**config.mk**
```make
export PLATFORM = sky130hd
export DESIGN_NAME = traffic_monitor
export DESIGN_NICKNAME = d
export VERILOG_FILES = /design/src/rtl/traffic_monitor.sv
export SDC_FILE = /design/constraint.sdc
export NUM_CORES = 1
export LEC_CHECK = 0
export CORE_MARGIN = 2
export CORE_UTILIZATION = 35
export CTS_CLUSTER_DIAMETER = 200
export CTS_CLUSTER_SIZE = 25
export DETAILED_ROUTE_END_ITERATION = 7
export GPL_ROUTABILITY_DRIVEN = 0
export PLACE_DENSITY = 0.63
export SLEW_MARGIN = 40
export SYNTH_ARGS = -nofsm -noshare
export SYNTH_HDL_FRONTEND = slang
export SYNTH_SLANG_ARGS = --single-unit
```
**constraint.sdc**
```tcl
create_clock -name clk -period 3.9 [get_ports clk]
set_input_delay 0.39 -clock clk [delete_from_list [all_inputs] [get_ports clk]]
set_output_delay 0.39 -clock clk [all_outputs]
set_load 0.005 [all_outputs]
```
**src/rtl/traffic_monitor.sv**
```systemverilog
// rtl/traffic_monitor.sv - lamp-bus conflict/sequence monitor with sticky fault and flash request
// Watches four 2-bit lamp codes, latches the first violation and holds flash until cleared.
module traffic_monitor #(
    parameter int TICK_DIV   = 50_000_000,
    parameter int MIN_YELLOW = 1,
    parameter int MAX_GREEN  = 5
) (
    input  logic       clk,
    input  logic       reset,
    input  logic [1:0] north,
    input  logic [1:0] east,
    input  logic [1:0] south,
    input  logic [1:0] west,
    input  logic       clear_fault,
    output logic       fault,
    output logic [2:0] fault_code,
    output logic [1:0] fault_dir,
    output logic       flash_req,
    output logic [7:0] cycle_count
);

    localparam int PW = (TICK_DIV > 1) ? $clog2(TICK_DIV) : 1;

    typedef enum logic [1:0] {S_WAIT, S_RUN, S_FAULT} state_t;

    state_t          state;
    logic [1:0]      code [4];
    logic [1:0]      prev [4];
    logic [4:0]      dur  [4];
    logic [PW-1:0]   presc;

    logic            tick;
    logic            anychg;
    logic            seq_en;
    logic            north_on;
    logic [2:0]      n_green;
    logic [3:0]      chg, is_inv, is_skip, is_ys, is_gl;
    logic [5:0]      d_end;
    logic            hit;
    logic [2:0]      hit_code;
    logic [1:0]      hit_dir;

    assign code[0] = north;
    assign code[1] = east;
    assign code[2] = south;
    assign code[3] = west;

    assign tick     = (presc == PW'(TICK_DIV - 1));
    assign seq_en   = (state == S_RUN);
    assign north_on = (prev[0] == 2'b00 || prev[0] == 2'b01) && code[0] == 2'b10;

    always_comb begin
        chg     = '0;
        is_inv  = '0;
        is_skip = '0;
        is_ys   = '0;
        is_gl   = '0;
        n_green = '0;
        d_end   = '0;
        for (int d = 0; d < 4; d++) begin
            chg[d]     = (code[d] != prev[d]);
            d_end      = {1'b0, dur[d]} + {5'b0, tick};
            n_green    = n_green + {2'b0, code[d] == 2'b10};
            is_inv[d]  = (code[d] == 2'b11);
            is_skip[d] = (prev[d] == 2'b10) && (code[d] == 2'b00);
            is_ys[d]   = (prev[d] == 2'b01) && chg[d] && (d_end < 6'(MIN_YELLOW));
            is_gl[d]   = (code[d] == 2'b10) && !chg[d] && tick && (dur[d] == 5'(MAX_GREEN));
        end
        anychg = |chg;
    end

    // Scan from weakest to strongest so the last match is lowest code, then lowest dir.
    always_comb begin
        hit      = 1'b0;
        hit_code = 3'd0;
        hit_dir  = 2'd0;
        for (int d = 3; d >= 0; d--)
            if (seq_en && is_gl[d]) begin hit = 1'b1; hit_code = 3'd5; hit_dir = 2'(d); end
        for (int d = 3; d >= 0; d--)
            if (seq_en && is_ys[d]) begin hit = 1'b1; hit_code = 3'd4; hit_dir = 2'(d); end
        for (int d = 3; d >= 0; d--)
            if (seq_en && is_skip[d]) begin hit = 1'b1; hit_code = 3'd3; hit_dir = 2'(d); end
        for (int d = 3; d >= 0; d--)
            if (is_inv[d]) begin hit = 1'b1; hit_code = 3'd2; hit_dir = 2'(d); end
        if (n_green > 3'd1) begin
            hit      = 1'b1;
            hit_code = 3'd1;
            hit_dir  = 2'd0;
        end
    end

    always_ff @(posedge clk) begin
        if (reset) begin
            state       <= S_WAIT;
            fault       <= 1'b0;
            fault_code  <= 3'd0;
            fault_dir   <= 2'd0;
            flash_req   <= 1'b0;
            cycle_count <= 8'd0;
            presc       <= '0;
            for (int d = 0; d < 4; d++) begin
                prev[d] <= 2'b00;
                dur[d]  <= 5'd0;
            end
        end else begin
            for (int d = 0; d < 4; d++) begin
                prev[d] <= code[d];
                if (chg[d])
                    dur[d] <= 5'd0;
                else if (tick && dur[d] != 5'd31)
                    dur[d] <= dur[d] + 5'd1;
            end
            // Any lamp change realigns the tick to the controller's phase boundary.
            if (anychg || tick)
                presc <= '0;
            else
                presc <= presc + 1'b1;

            case (state)
                S_WAIT: begin
                    if (hit) begin
                        state      <= S_FAULT;
                        fault      <= 1'b1;
                        flash_req  <= 1'b1;
                        fault_code <= hit_code;
                        fault_dir  <= hit_dir;
                    end else if (n_green != 3'd0) begin
                        state <= S_RUN;
                        presc <= '0;
                        for (int d = 0; d < 4; d++) dur[d] <= 5'd0;
                    end
                end
                S_RUN: begin
                    if (north_on)
                        cycle_count <= cycle_count + 8'd1;
                    if (hit) begin
                        state      <= S_FAULT;
                        fault      <= 1'b1;
                        flash_req  <= 1'b1;
                        fault_code <= hit_code;
                        fault_dir  <= hit_dir;
                    end
                end
                S_FAULT: begin
                    if (clear_fault) begin
                        state      <= S_WAIT;
                        fault      <= 1'b0;
                        flash_req  <= 1'b0;
                        fault_code <= 3'd0;
                        fault_dir  <= 2'd0;
                        presc      <= '0;
                        for (int d = 0; d < 4; d++) dur[d] <= 5'd0;
                    end
                end
                default: state <= S_WAIT;
            endcase
        end
    end

endmodule

```
## After elaboration in Yosys (flattened, before gate mapping)

Memories as Yosys holds them, arrays and structs flattened.
Cells that the tools add are included.
Widths: inputs -> output; s select.

- Register bits after elaboration: 42
- Memories kept: 2
- Bits in writable memories: 28
- Output and inout bits: 15

Memory list:

| name | words | bits a word | read ports | clocked after Yosys merged registers in | write ports | RTL line | RTL |
|---|---|---|---|---|---|---|---|
| dur | 4 | 5 | 4 | 0 | 4 | 29 | `logic [4:0] dur [4];` |
| prev | 4 | 2 | 4 | 0 | 4 | 28 | `logic [1:0] prev [4];` |

- Add/sub/neg operators: 13
- Multiplexer cells: 129
- Equality and inequality tests: 35
- Reductions and logical operators: 60
- Bitwise logic cells: 20
- Magnitude comparators: 5

Operator list:

| kind | count |
|---|---|
| $mux 26 | 4 |
| $mux 5 | 16 |
| $mux 1 | 59 |
| $mux 3 | 19 |
| $mux 2 | 26 |
| $pmux 26 s2 | 1 |
| $logic_and 1x1->1 | 41 |
| $add 26x1->26 const B | 1 |
| $eq 2x2->1 const B | 13 |
| $eq 26x26->1 const B | 1 |
| $add 5x1->6 | 4 |
| $lt 6x1->1 const B | 4 |
| $add 5x1->5 const B | 4 |
| $eq 5x3->1 const B | 4 |
| $ne 5x5->1 const B | 4 |
| $or 1x1->1 | 20 |
| $logic_not 2->1 | 6 |
| $eq 2x1->1 const B | 5 |
| $add 8x1->8 const B | 1 |
| $ne 2x2->1 | 4 |
| $pmux 2 s3 | 1 |
| $pmux 3 s2 | 1 |
| $reduce_and 3->1 | 2 |
| $logic_not 1->1 | 4 |
| other kinds (15) | 17 |

## Depth between registers and ports, before layout

Gate-level depths: netlist of the first run.

- Depth after elaboration: 29
- Gate-level depth with buffers: 14
- Depth with buffers taken out: 13

## Worst setup path after synthesis of the first run

OpenSTA, ideal clock, no wires.

- Path kind: register to register
- Start point: register presc[0]
- End point: register fault_code[1]
- Clock period less this slack: 3.987 ns
- Data required time: 3.768 ns
- Slack: -0.087 ns
- Cell stages (with the launch flop): 14
- Arrival time: 3.855 ns
- Cells stage by stage: dfxtp_1 > ha_1 > and3_1 > nand2b_1 > nor4_1 > ha_1 > ha_1 > or4b_1 > or4_1 > nor3_1 > nor4b_2 > a31oi_1 > nand3b_1 > a21oi_1

- Word-level cells in the longest chain between the ends: 23
- Elaborated cells on any way between the ends: 66
- Those cells by class: add/sub: 4; order compare: 4; eq/ne: 2; mux: 35; reduce/logical: 21

Ends and longest elaborated chain:

| what | RTL line | RTL |
|---|---|---|
| start, declared | 30 | `logic [PW-1:0] presc;` |
| start signal, assigned | 117 | `presc <= presc + 1'b1;` |
| $eq 26x26->1 * | 48 | `assign tick = (presc == PW'(TICK_DIV - 1));` |
| parallel branches: the longest is 22 deep, another holds $add 5x1->6 | -- |  |
| end signal, assigned | 125 | `fault_code <= hit_code;` |
| end signal, assigned | 140 | `fault_code <= hit_code;` |
| end, declared | 16 | `output logic [2:0] fault_code,` |

Every way passes the cells marked *. The select of a mux whose other input is x is not followed.
A chain may end at the register's enable or synchronous reset.

## Worst setup path after layout of the first run

- Start point: register presc[1]
- End point: register presc[17]

- Word-level cells in the longest chain between the ends: 23
- Elaborated cells on any way between the ends: 53
- Those cells by class: add/sub: 5; order compare: 4; eq/ne: 1; mux: 22; reduce/logical: 21

Ends and longest elaborated chain:

| what | RTL line | RTL |
|---|---|---|
| parallel branches: the longest is 22 deep, another holds $add 5x1->6 | -- |  |
| $pmux 26 s2 * | 119 | `case (state)` |

Every way passes the cells marked *.

==> results of run 1 <==
[layout make-up]
type / count / area, sq um
fill: 1068 / 5930
multi-input combinational: 355 / 2560
sequential: 70 / 1400
timing repair buffer: 48 / 474
clock buffer: 11 / 253
tap: 140 / 175
clock inverter: 5 / 81.3
inverter: 15 / 56.3
[power by group]
part / internal (mW) / leakage, nW / switching [mW] / total (mW)
registers: 0.730 / 0.568 / 0.0160 / 0.746
clock network: 0.594 / 0.162 / 0.312 / 0.906
logic: 0.0770 / 1.16 / 0.0805 / 0.158
total: 1.40 / 1.89 / 0.408 / 1.81
[sequential cells by signal, summed over array words and instances (netlist names)]
name and count:
fault_code 3, prev 8, dur 20, flash_req 1, state 2, fault_dir 2
cycle_count 8, presc 26
[path summary, 6_finish.rpt]
kind | to | cells past startpoint
setup reg to reg | presc[17] | 14
setup / recovery | presc[17] | 14
hold / removal | fault_dir[1] | 2
hold reg to reg | fault_dir[1] | 2
[critical path, stage by stage (launching register included)]
cell	delay, ns
sky130_fd_sc_hd__dfxtp_2	0.36
sky130_fd_sc_hd__ha_4	0.15
sky130_fd_sc_hd__and3_4	0.22
sky130_fd_sc_hd__nand2b_4	0.07
sky130_fd_sc_hd__nor4_4	0.38
sky130_fd_sc_hd__ha_2	0.29
sky130_fd_sc_hd__ha_4	0.21
sky130_fd_sc_hd__or4b_4	0.48
sky130_fd_sc_hd__or4_4	0.45
sky130_fd_sc_hd__nor3_4	0.24
sky130_fd_sc_hd__nor4b_4	0.11
sky130_fd_sc_hd__a41oi_4	0.21
sky130_fd_sc_hd__nand4_4	0.20
sky130_fd_sc_hd__clkbuf_16	0.23
sky130_fd_sc_hd__nor2_2	0.10
[cells in the mapped netlist (all sizes together), types with 2 or more instances]
library cell,number,area (sq um)
nor2,75,307
dfxtp,70,1400
nand2,34,128
xor2,30,263
ha,25,313
xnor2,25,219
inv,15,56.3
nand4,15,109
nand3,14,70.1
nor2b,14,87.6
and3,12,75.1
nor3,11,55.1
a21oi,9,45.0
a31oi,8,50.1
clkbuf,7,27.5
nand2b,7,43.8
o21ai,7,35.0
nor4,5,31.3
nor4b,5,50.0
a41oi,4,53.8
mux2,4,45.0
mux2i,4,40.0
nor4bb,4,40.0
buf,3,30.0
nand4b,3,32.5
or3,3,18.8
or3b,3,26.3
or4,3,22.5
or4b,3,30.0
and2,2,12.5
and4,2,17.5
and4b,2,20.0
nand3b,2,15.0
nor3b,2,15.0
o2111ai,2,17.5
[stage by stage]
| stage | std cells | worst slack (ns) | cell area, sq um | power [mW] | util |
|---|---|---|---|---|---|
| final | 644 | 0.135 | 5000 | 1.81 | 0.458 |
| after global routing | 644 | -0.0664 | 5000 | 1.88 | 0.458 |
| after CTS | 637 | 0.0373 | 4800 | 1.82 | 0.439 |
| after detailed placement | 621 | -0.0711 | 4450 | 0.912 | 0.407 |
| after global placement | 621 | 0.0594 | 4450 | 0.911 | 0.407 |
| after floorplan | 450 | 0.0984 | 3950 | 0.844 | - |
[kinds of logic after synthesis]
| family | after synthesis |
|---|---|
| buf+inv | 25 |
| fa+ha+maj | 26 |
| compound gates | 42 |
| simple gates | 224 |
| xor+xnor | 55 |
| flops | 70 |
| mux | 8 |
[timing repair]
| item | CTS | global route |
|---|---|---|
| setup endpoints to repair | 33 | 52 |
| buffers inserted | 0 | 4 |
| resized for setup | 2 | 24 |
| endpoints found under the hold margin | 0 | 0 |
| pin swaps | 0 | 12 |
| hold buffers | 0 | 0 |
| cloned | 0 | 3 |
[per-layer routing]
metal  vias up  share of wire  track usage
met2        59           0.50        0.269
met3        18          0.034       0.0423
li1       1678              -            -
met1      1556           0.45        0.181
met4         0          0.014       0.0563
met5         -              0            0
==> results.json, run 1 <==
{
  "outcome": "complete, no violations",
  "synth_compound_area_frac": 0.0755,
  "layout.cells.most_common_list": "68 x sky130_fd_sc_hd__dfxtp_1, 62 x sky130_fd_sc_hd__nor2_1, 34 x sky130_fd_sc_hd__nand2_1",
  "drcViolationCount": 0,
  "antenna-diode-count": 0,
  "floorplan.die.height_um": 110,
  "period_utilisation_layout": 0.965,
  "r2r_start": "presc[1]",
  "clk_root_buffer_cell": "sky130_fd_sc_hd__clkbuf_16",
  "num-nets-final": 536,
  "final_common_cell": "sky130_fd_sc_hd__dfxtp_1",
  "startpoint_type": "flip-flop",
  "buffer_ports.inserted": 25,
  "setup_crit_end_kind": "flip-flop",
  "critical_path_arrival_ns": 4.04,
  "floorplan.die.width_um": 110,
  "tns_ns": 0,
  "tritoncts.num_buffers": 9,
  "route.antenna.remaining_nets": 0,
  "wl_per_cell_um": 14.1,
  "leakage_nw": 1.89,
  "drt-initial-drc-count": 142,
  "wirelength_mm": 9.08,
  "grt_start_max_net_pins": 27,
  "async_flop_share": 0,
  "hold_path.startpoint": "fault_dir[1]",
  "timing_max_transition_violations_final": 0,
  "route.detailed.vias_per_inst": 5.14,
  "via_count": 3311,
  "r2r_slack_ns": 0.14,
  "track_usage": 0.154,
  "htree_num_levels": 3,
  "ioPinCount": 26,
  "tritoncts": "built",
  "synth.cell_area_sq_mm": 0.00395,
  "synth-adder-area-share": 0.0843,
  "synth-edff-count": 0,
  "clk-insertion-delay-late_ns": 0.34,
  "grt_overflow": 0,
  "worst_ir_drop_vdd_v": 0.000310,
  "muxShareOfSynthArea": 0.0216,
  "final.setup_skew_ns": 0.00599,
  "maxSlewHeadroom": 0.516,
  "clk_pin_slew_ns": 0.06,
  "synthesis.nets": 487,
  "worst_setup_path_startpoint": "presc[1]",
  "power-per-cell-area_mw_per_mm2": 362,
  "finalCriticalPeriod_ns": 3.76,
  "core_sq_mm": 0.0109,
  "fmax_mhz": 266,
  "clock_sink_count": 70,
  "worst_ep_required_time_ns": 4.18,
  "cts.path.max_buffers": 2,
  "layout-drive-gt1-share": 0.165,
  "largest_family_of_logic_cells_by_synthesized_area": "simple AND/OR/NAND/NOR gates",
  "synth.lib_cells_used.distinct": 59,
  "initial_core_util": 0.361,
  "dominantRegCellSynth": "sky130_fd_sc_hd__dfxtp_1",
  "avgSynthCellArea_sq_um": 8.77,
  "synthesis_warning_total": 0,
  "critical_path_class": "flip-flop to flip-flop",
  "worst-path-max-fanout": 7,
  "cap_violations": 0,
  "synth.ff_latch_count": 70,
  "worst_slew_pin_slew_ns": 0.719,
  "postSynthCellCount": 450,
  "via_count_of_the_first_global_routing_pass": 3162,
  "placementRows": 38,
  "detail_route.first_pass.iterations": 4,
  "setup_viol_count_final": 0,
  "floorplan.die_area_sq_mm": 0.0121,
  "ys_seq_area_frac": 0.355,
  "timing.hold.ws_ns": 0.471,
  "area_growth_from_synthesis_to_final_layout_pct": 26.8,
  "detailed_placer_s_ending_hpwl_mm": 6.50,
  "initial_antenna_violation_count": 0,
  "yosys.area_share.simple": 0.313,
  "final_hold_viol_count": 0,
  "post_synth_xor_area_fraction": 0.122,
  "min-delay-path-class": "flip-flop to flip-flop",
  "first_pass_grt_wire_length_mm": 14.6
}
(Power assumes the default switching activity.)
==> inputs of run 2 (changes only) <==
CELL_PAD_IN_SITES_DETAIL_PLACEMENT = 0   (was not set)
CELL_PAD_IN_SITES_GLOBAL_PLACEMENT = 1   (was not set)
PLACE_DENSITY = 0.76   (was 0.63)
SLEW_MARGIN = 30   (was 40)
==> run 2 against run 1 <==
  * Power fell by 5.3%
  * Via count fell by 0.21%
  * Worst setup slack got worse by 0.0076 ns
  * First-iteration DRC count fell by 12%
  * Design area rose by 0.45%
  * Non-clock buffer count rose by 5
  * Register-to-register slack barely moved
  * Fmax fell by 0.20%
  * Critical path type unchanged
  * Largest power group unchanged
  * Highest routed layer unchanged
==> results.json, run 2 (synthesis gave the netlist of run 1 again) <==
{
  "placementRows": 38,
  "cpMaxStageDelayCell": "sky130_fd_sc_hd__or4b_1",
  "route.met3.wl_um": 297,
  "tritoncts.num_buffers": 9,
  "largest-register": "presc",
  "setup_viol_count_final": 0,
  "floorplan.die.width_um": 110,
  "wirelength_mm": 9.33,
  "kind_of_cell_with_the_highest_combined_delay_on_the_critical_path": "simple AND/OR/NAND/NOR gates",
  "tritoncts": "built",
  "leakage_nw": 1.90,
  "clock_sink_count": 70,
  "placement.cell_area_sq_mm": 0.00445,
  "post_cts_hold_buffer_count": 0,
  "crit_buf_inv": 3,
  "largest_reg_flops": 26,
  "fmax_mhz": 265,
  "cp_slowest_stage_delay_ns": 0.49,
  "min-delay-path-class": "flip-flop to flip-flop",
  "setup_crit_end_kind": "flip-flop",
  "cap_violations": 0,
  "stdcell_count": 648,
  "htree_num_levels": 3,
  "crit_path_cell_trace": "ha_4 > and3_4 > nand2b_4 > nor4_4 > buf_6 > ha_4 > ha_1 > or4b_1 > or4_4 > nor3_4 > buf_6 > nor4b_4 > a41oi_4 > nand4_4 > buf_12 > nor2_1",
  "critical_path_class": "flip-flop to flip-flop",
  "setup_ws_ns": 0.127,
  "clk_pin_slew_ns": 0.06,
  "layout-drive-gt1-share": 0.171,
  "maxUsedRoutingLayer": "met4",
  "first_pass_grt_wire_length_mm": 14.9,
  "route.detailed.vias_per_inst": 5.10,
  "floorplan.die.height_um": 110,
  "cts.path.max_buffers": 2,
  "initial_antenna_violation_count": 0,
  "final_design_area_no_fill_sq_mm": 0.00503,
  "initial_core_util": 0.361,
  "final.setup_skew_ns": 0.00541,
  "startpoint_type": "flip-flop",
  "clk_root_buffer_cell": "sky130_fd_sc_hd__clkbuf_16",
  "drcViolationCount": 0,
  "worst-path-max-fanout": 7,
  "reg.largest.list": "presc x26, dur x20",
  "wl_per_cell_um": 14.4,
  "critical_path_arrival_ns": 4.04,
  "dpl_worst_slack_ns": -0.0334,
  "final_common_cell": "sky130_fd_sc_hd__dfxtp_1",
  "detailed_placer_s_ending_hpwl_mm": 6.57,
  "via_count_of_the_first_global_routing_pass": 3157,
  "core_sq_mm": 0.0109,
  "buffer_ports.inserted": 25,
  "antenna-diode-count": 0,
  "worst_slew_pin_slew_ns": 0.692,
  "finalCriticalPeriod_ns": 3.77,
  "routed-wl-met2_mm": 4.72,
  "via_count": 3304,
  "grt_overflow": 0,
  "maxSlewHeadroom": 0.535,
  "power-per-cell-area_mw_per_mm2": 341,
  "fillerInstances": 1070,
  "wirelength_met1_mm": 4.20,
  "ioPinCount": 26,
  "outcome": "complete, no violations",
  "drt-initial-drc-count": 125,
  "layout.cells.most_common_list": "64 x sky130_fd_sc_hd__dfxtp_1, 63 x sky130_fd_sc_hd__nor2_1, 33 x sky130_fd_sc_hd__nand2_1",
  "worst_ep_required_time_ns": 4.16,
  "period_utilisation_layout": 0.967,
  "detail_route.first_pass.iterations": 5,
  "area_growth_from_synthesis_to_final_layout_pct": 27.4,
  "route.antenna.remaining_nets": 0,
  "grt_start_max_net_pins": 27,
  "timing_max_transition_violations_final": 0,
  "floorplan.die_area_sq_mm": 0.0121,
  "track_usage": 0.156,
  "worst_ir_drop_vdd_v": 0.000218,
  "final_hold_viol_count": 0,
  "num-nets-final": 541,
  "dp.cells": 620,
  "clk-insertion-delay-late_ns": 0.34
}
==> run 2: cell count changes in the layout (fill, tap and decap cells not counted), sizes merged <==
cell,before,now
buf,21,26
bufinv,2,1
==> run 2: layout make-up <==
class                      instances  area [sq um]  share of cell area
multi-input combinational        355          2570               0.511
sequential                        70          1420               0.282
timing repair buffer              53           519               0.103
clock buffer                      11           243              0.0483
tap                              140           175              0.0349
inverter                          15          56.3              0.0112
clock inverter                     4          47.5             0.00946
==> run 2: path summary, 6_finish.rpt <==
kind         slack, ns  cells past startpoint           end          from
max               0.13                     16     presc[11]      presc[0]
min               0.47                      2  fault_dir[1]  fault_dir[1]
max reg2reg       0.13                     16     presc[11]      presc[0]
min reg2reg       0.47                      2  fault_dir[1]  fault_dir[1]
==> run 2: metal layers <==
layer,vias to the layer above,GRT usage
li1,1690,-
met1,1557,0.193
met2,45,0.268
met3,12,0.0353
met4,0,0.0527
met5,-,0
==> run 2: report_power, final <==
part           switching, mW  total, mW  internal, mW  leakage [nW]
clock                  0.306      0.812         0.506         0.141
sequential            0.0153      0.743         0.728         0.571
combinational         0.0813      0.157        0.0762          1.18
==> run 2: what timing repair did <==
action                                 4_1_cts  5_1_grt
setup buffers                                0       10
cloned                                       0        3
pin swaps                                    0        9
setup endpoints to repair                   47       52
endpoints found under the hold margin        0        0
resized for setup                            3       31
==> run 2: per-stage QoR <==
step	power [mW]	setup TNS, ns	util	hold WS [ns]
2_1_floorplan	0.844	0	-	0.439
3_3_place_gp	0.912	0	0.407	0.451
3_5_place_dp	0.914	-0.565	0.407	0.459
4_1_cts	1.73	0	0.434	0.473
5_1_grt	1.78	-1.15	0.460	0.505
6_report	1.71	0	0.460	0.473
==> run 2: worst register-to-register path: stages (launching register included) <==
cell	delay (ns)
sky130_fd_sc_hd__dfxtp_4	0.36
sky130_fd_sc_hd__ha_4	0.14
sky130_fd_sc_hd__and3_4	0.21
sky130_fd_sc_hd__nand2b_4	0.07
sky130_fd_sc_hd__nor4_4	0.30
sky130_fd_sc_hd__buf_6	0.17
sky130_fd_sc_hd__ha_4	0.13
sky130_fd_sc_hd__ha_1	0.21
sky130_fd_sc_hd__or4b_1	0.49
sky130_fd_sc_hd__or4_4	0.44
sky130_fd_sc_hd__nor3_4	0.21
sky130_fd_sc_hd__buf_6	0.14
sky130_fd_sc_hd__nor4b_4	0.05
sky130_fd_sc_hd__a41oi_4	0.22
sky130_fd_sc_hd__nand4_4	0.22
sky130_fd_sc_hd__buf_12	0.22
sky130_fd_sc_hd__nor2_1	0.12
